===== src/rtl/ofifo_drain.sv =====
// Output-FIFO drain: waits for a full row, reads it, and writes it to psum SRAM at base+n.
// Latency: one row per RD_LAT+3 cycles (POLL, READ, RD_LAT x WAIT, WRITE); one read outstanding.
// Backpressure: stalls in POLL while ofifo_valid is low; the SRAM port never stalls.
// Optional build macro OFIFO_DRAIN_RELU_EN: clamp negative lanes to zero on capture.
module ofifo_drain #(
   parameter int unsigned col    = 8,
   parameter int unsigned bw     = 4,
   parameter int unsigned ADDR_W = 11,
   parameter int unsigned RD_LAT = 2
) (
   input  logic                clk,
   input  logic                reset,
   input  logic                start,
   input  logic [ADDR_W-1:0]   len,
   input  logic [ADDR_W-1:0]   base_addr,
   output logic                busy,
   output logic                done,
   output logic [ADDR_W-1:0]   wr_cnt,
   input  logic                ofifo_valid,
   output logic                ofifo_rd,
   input  logic [bw*col-1:0]   ofifo_out,
   output logic                sram_cen,
   output logic                sram_wen,
   output logic [ADDR_W-1:0]   sram_addr,
   output logic [bw*col-1:0]   sram_d
);

   typedef enum logic [2:0] {
      S_IDLE, S_POLL, S_READ, S_WAIT, S_WRITE, S_DONE
   } state_t;

   state_t              state_q, state_d;
   logic [3:0]          lat_q, lat_d;
   logic [ADDR_W-1:0]   len_q, len_d;
   logic [ADDR_W-1:0]   base_q, base_d;
   logic [ADDR_W-1:0]   cnt_q, cnt_d;
   logic [ADDR_W-1:0]   addr_q, addr_d;
   logic [ADDR_W-1:0]   cnt_inc;
   logic [bw*col-1:0]   data_q, data_d;
   logic [bw*col-1:0]   row_in;

`ifdef OFIFO_DRAIN_RELU_EN
   // Lane-wise ReLU on the incoming row: a set sign bit zeroes the lane.
   always_comb begin
      row_in = ofifo_out;
      for (int i = 0; i < int'(col); i++) begin
         if (ofifo_out[bw*i + bw - 1]) begin
            row_in[bw*i +: bw] = '0;
         end
      end
   end
`else
   assign row_in = ofifo_out;
`endif

   assign cnt_inc = cnt_q + ADDR_W'(1);

   // Next-state and datapath update; all strobes decode from the registered state.
   always_comb begin
      state_d = state_q;
      lat_d   = lat_q;
      len_d   = len_q;
      base_d  = base_q;
      cnt_d   = cnt_q;
      addr_d  = addr_q;
      data_d  = data_q;
      case (state_q)
         S_IDLE: begin
            if (start) begin
               len_d   = len;
               base_d  = base_addr;
               cnt_d   = '0;
               state_d = (len == '0) ? S_DONE : S_POLL;
            end
         end
         S_POLL: begin
            if (ofifo_valid) begin
               state_d = S_READ;
            end
         end
         S_READ: begin
            lat_d   = 4'(RD_LAT);
            state_d = S_WAIT;
         end
         S_WAIT: begin
            // The last WAIT cycle is RD_LAT cycles after READ: row data is valid now.
            if (lat_q == 4'd1) begin
               data_d  = row_in;
               addr_d  = base_q + cnt_q;
               state_d = S_WRITE;
            end else begin
               lat_d = lat_q - 4'd1;
            end
         end
         S_WRITE: begin
            cnt_d   = cnt_inc;
            state_d = (cnt_inc == len_q) ? S_DONE : S_POLL;
         end
         S_DONE: begin
            state_d = S_IDLE;
         end
         default: begin
            state_d = S_IDLE;
         end
      endcase
   end

   // State register.
   always_ff @(posedge clk) begin
      if (reset) begin
         state_q <= S_IDLE;
      end else begin
         state_q <= state_d;
      end
   end

   // Job parameters, row counter, latency counter and SRAM address/data registers.
   always_ff @(posedge clk) begin
      if (reset) begin
         lat_q  <= '0;
         len_q  <= '0;
         base_q <= '0;
         cnt_q  <= '0;
         addr_q <= '0;
         data_q <= '0;
      end else begin
         lat_q  <= lat_d;
         len_q  <= len_d;
         base_q <= base_d;
         cnt_q  <= cnt_d;
         addr_q <= addr_d;
         data_q <= data_d;
      end
   end

   assign ofifo_rd  = (state_q == S_READ);
   assign sram_cen  = (state_q != S_WRITE);
   assign sram_wen  = (state_q != S_WRITE);
   assign done      = (state_q == S_DONE);
   assign busy      = (state_q == S_POLL) || (state_q == S_READ) ||
                      (state_q == S_WAIT) || (state_q == S_WRITE);
   assign wr_cnt    = cnt_q;
   assign sram_addr = addr_q;
   assign sram_d    = data_q;

endmodule


===== config.mk =====
export PLATFORM = sky130hd
export DESIGN_NAME = ofifo_drain
export DESIGN_NICKNAME = d
export VERILOG_FILES = /design/src/rtl/ofifo_drain.sv
export SDC_FILE = /design/constraint.sdc
export NUM_CORES = 1
export LEC_CHECK = 0
export CAP_MARGIN = 20
export CORE_MARGIN = 10
export CORE_UTILIZATION = 51
export DETAILED_ROUTE_END_ITERATION = 7
export GPL_TIMING_DRIVEN = 0
export PLACE_DENSITY = 0.87
export REMOVE_ABC_BUFFERS = 1
export SETUP_SLACK_MARGIN = 0.5
export SLEW_MARGIN = 25
export SYNTH_ARGS = -nofsm -noshare
export SYNTH_HDL_FRONTEND = slang
export SYNTH_SLANG_ARGS = --single-unit

===== constraint.sdc =====
create_clock -name clk -period 3.2 [get_ports clk]
set_input_delay 0.64 -clock clk [delete_from_list [all_inputs] [get_ports clk]]
set_output_delay 0.64 -clock clk [all_outputs]
set_load 0.005 [all_outputs]

==> impl_results.rst <==
.. list-table::
   :header-rows: 1

   * - Metric
     - Value
   * - Source of the worst register-to-register timing path
     - wr_cnt[1]
   * - Max-cap viol count
     - 0
   * - Post-layout minimum cycle time
     - 2.550 ns
   * - Number of buffers created by CTS
     - 9
   * - DIE AREA
     - 11570 sq um
   * - Hold WC Path Type
     - flop to flop
   * - Maximum net fanout on the critical path
     - 12
   * - Synthesized instance count
     - 509
   * - Number of antenna violations at the first check in global routing
     - 0
   * - Final antenna diode count
     - 0
   * - Count of TritonRoute iterations in the first routing pass
     - 6
   * - Height of the die
     - 107.5 microns
   * - RSZ-0062 raised after global routing
     - no
   * - Overall overflow remaining after global route
     - 0
   * - Floorplan row count
     - 31
   * - Capturing point of the worst reg2reg path
     - state_q[2]
   * - Post-synth EDFFs
     - 0
   * - List of cells traversed by the critical path
     - and2_2 -> clkinvlp_4 -> clkdlybuf4s50_1
   * - Count of cells along the worst register-to-register path
     - 7
   * - Worst path max stage delay
     - 0.55 ns
   * - All-layer global routing usage
     - 17.75%
   * - Worst relative slew slack
     - 40.05%
   * - Largest net degree at the start of global routing
     - 44
   * - Fmax
     - 392.2 MHz
   * - Clock tree root buffer cell
     - sky130_fd_sc_hd__clkbuf_8
   * - Top-level I/O count
     - 117
   * - Part of the cycle the worst path needs
     - 79.68%
   * - Share of synthesized flip-flops with an asynchronous set or reset
     - 0%
   * - Part of the Yosys area used for sequential elements
     - 42.51%
   * - Buffers on Ports
     - 116
   * - Clk_lat worst skew
     - 0.35 ns
   * - Via count of the first global-routing pass
     - 3644
   * - Result of the run
     - complete, no violations
   * - Kind of critical path
     - flop to primary output
   * - Total number of vias
     - 3836
   * - Placed instance area
     - 5139 sq um
   * - Worst EP arrival
     - 1.91 ns
   * - Required time at the endpoint of the critical path
     - 2.56 ns
   * - Least-Margin Pin Slew
     - 0.8966 ns
   * - Peak supply drop
     - 0.2580 mV
   * - Mapped Avg Cell Area
     - 7.679 sq um
   * - Hold Path Stages
     - 2
   * - Number of nets with antenna violations after routing
     - 0
   * - Commonest non-fill, non-tap cells in the layout
     - 145 x sky130_fd_sc_hd__nand2_1, 115 x sky130_fd_sc_hd__clkdlybuf4s50_1, 80 x sky130_fd_sc_hd__dfxtp_1, 79 x sky130_fd_sc_hd__a21oi_1, 30 x sky130_fd_sc_hd__nor2_1
   * - Number of fill cells in the layout
     - 590
   * - Avg Vias per Cell
     - 5.358
   * - Distinct cell type count after synthesis
     - 46
   * - Total design power
     - 2058 uW
   * - Sink count of the clock tree
     - 83
   * - Most common cell after layout, fill and taps aside
     - sky130_fd_sc_hd__nand2_1
   * - Die X
     - 107.5 microns
   * - Post-route clock skew
     - 0.008206 ns
   * - Yosys warnings
     - 0
   * - Lkg Pwr
     - 0.001901 uW
   * - Average wire length per cell after detail routing
     - 14.60 microns
   * - Crit. End Element
     - primary output
   * - Fraction of layout cells with a size suffix above 1
     - 5.997%
   * - Detailed-route wire length
     - 10.46 mm
   * - Type of origin of the critical path
     - flop
   * - Setup slack, reg-to-reg
     - 0.75 ns
   * - Signed area change from the synthesized netlist to the final layout
     - 36.94%
   * - Syn Std Cell Area
     - 3909 sq um
   * - DRC violations left
     - 0
   * - Count of routing violations after the opening detailed-route iteration
     - 162
   * - H-tree levels
     - 3
   * - Total power per unit cell area
     - 384.4 nW/um^2
   * - Worst setup path startpoint
     - state_q[2]
   * - Flip-flop and latch count after synthesis
     - 83
   * - Critical-path cell with the highest stage delay
     - sky130_fd_sc_hd__dfxtp_1
   * - Worst setup endpoint
     - sram_cen
   * - Post-DP HPWL
     - 7.907 mm
   * - Setup Viol. Count Final
     - 0
   * - Clock tree from TritonCTS
     - yes
   * - Starting density of the core
     - 53.04%
   * - Register clock-pin slew on the reported worst setup and hold paths
     - 0.07 ns
   * - Final Slew Violations
     - 0
   * - Maximum clock insertion buffer count
     - 2
   * - Wire length of the first global-routing pass
     - 16.90 mm
   * - Fin area
     - 5353 sq um
   * - Final hold violation count
     - 0
   * - Final weighted congestion in routability-driven placement
     - 0.8642
   * - Placeable core region
     - 7370 sq um
   * - Nets
     - 684
   * - Primary FF master, synth
     - sky130_fd_sc_hd__dfxtp_1
critical path: cells and delay by family (launching register included):
| kind | cells | cell delay, ns |
|---|---|---|
| DFF | 1 | 0.55 |
| and+or+nand+nor | 1 | 0.37 |
| buffers and inverters | 2 | 0.64 |
cell type report:
cell class	instances	area [sq um]	area share, %
clock buffers	12	145.1	2.712
clock inverters	4	50.05	0.9350
repair buffers	122	1254	23.42
well taps	99	123.9	2.314
multi-input cells	389	2085	38.94
inverters	7	30.03	0.5610
flip-flops and latches	83	1665	31.11
synthesized netlist by cell type, types with 2 or more instances:
| cell | number | area [sq um] |
|---|---|---|
| sky130_fd_sc_hd__nand2_1 | 145 | 544.3 |
| sky130_fd_sc_hd__dfxtp_1 | 83 | 1662 |
| sky130_fd_sc_hd__a21oi_1 | 79 | 395.4 |
| sky130_fd_sc_hd__nor2_1 | 32 | 120.1 |
| sky130_fd_sc_hd__clkbuf_1 | 21 | 78.83 |
| sky130_fd_sc_hd__o21ai_0 | 20 | 100.1 |
| sky130_fd_sc_hd__nor3_1 | 15 | 75.07 |
| sky130_fd_sc_hd__xnor2_1 | 15 | 131.4 |
| sky130_fd_sc_hd__ha_1 | 13 | 162.7 |
| sky130_fd_sc_hd__xor2_1 | 10 | 87.58 |
| sky130_fd_sc_hd__nor4_1 | 8 | 50.05 |
| sky130_fd_sc_hd__inv_1 | 7 | 26.28 |
| sky130_fd_sc_hd__a211oi_1 | 6 | 45.04 |
| sky130_fd_sc_hd__nand3_1 | 5 | 25.02 |
| sky130_fd_sc_hd__buf_4 | 4 | 30.03 |
| sky130_fd_sc_hd__nor2b_1 | 4 | 25.02 |
| sky130_fd_sc_hd__clkbuf_8 | 3 | 41.29 |
| sky130_fd_sc_hd__nand3b_1 | 3 | 22.52 |
| sky130_fd_sc_hd__or3_1 | 3 | 18.77 |
| sky130_fd_sc_hd__a21o_1 | 2 | 15.01 |
| sky130_fd_sc_hd__a31oi_1 | 2 | 12.51 |
| sky130_fd_sc_hd__and2_1 | 2 | 12.51 |
| sky130_fd_sc_hd__nand2b_1 | 2 | 12.51 |
| sky130_fd_sc_hd__nand4_1 | 2 | 12.51 |
| sky130_fd_sc_hd__o21a_1 | 2 | 15.01 |
worst min path at each step:
stage	startpoint	slack, ns	endpoint
after global routing	sram_d[8]	0.47	sram_d[8]
after detailed placement	sram_addr[8]	0.45	sram_addr[8]
after global placement	sram_addr[4]	0.44	sram_addr[4]
after floorplan	base_q[0]	0.43	base_q[0]
after CTS	sram_addr[7]	0.46	sram_addr[7]
final	sram_addr[4]	0.45	sram_addr[4]
layer usage:
| layer | up-vias | global-route usage, % | wire length (microns) |
|---|---|---|---|
| met1 | 1736 | 21.65 | 4645 |
| met3 | 15 | 5.569 | 887 |
| met2 | 149 | 28.92 | 4780 |
| met5 | - | 0 | 0 |
| met4 | 0 | 5.916 | 144 |
| li1 | 1936 | - | - |
cell families (layout without fill, tap and decap cells):
| family | count (synthesis) | in the layout | synth area share [%] |
|---|---|---|---|
| buffers and inverters | 37 | 145 | 4.738 |
| and+or+nand+nor | 230 | 230 | 25.74 |
| DFF | 83 | 83 | 42.51 |
| AOI/OAI and AO/OA | 120 | 120 | 16.74 |
| adders and majority gates | 14 | 14 | 4.674 |
| xor gates and xnor gates | 25 | 25 | 5.602 |
metrics by stage:
step | utilization [%] | cells | hold WS (ns) | TNS (ns) | setup slack (ns)
2_1_floorplan | - | 479 | 0.4340 | 0 | 0.2943
3_3_place_gp | 68.32 | 694 | 0.4409 | -35.84 | -1.398
3_5_place_dp | 69.73 | 699 | 0.4463 | 0 | 0.3767
4_1_cts | 72.58 | 716 | 0.4568 | 0 | 0.5515
5_1_grt | 72.63 | 716 | 0.4739 | 0 | 0.5393
6_report | 72.63 | 716 | 0.4515 | 0 | 0.6502
what timing repair did:
item / in CTS / in global routing
gates resized for setup: 3 / 3
hold buffers: 0 / 0
buffers inserted: 1 / 0
endpoints found under the setup margin: 2 / 4
flip-flops by register name, summed over array words and instances, names as in the netlist:
register	flops
wr_cnt	11
len_q	11
base_q	11
state_q	3
lat_q	4
sram_d	32
sram_addr	11
where the power goes:
part           switching, uW  leakage (uW)  internal [uW]
clock network            354     0.0000926            381
registers               25.3      0.000673           1060
logic                    111       0.00114            127
Power figures use the tool's default switching activity.
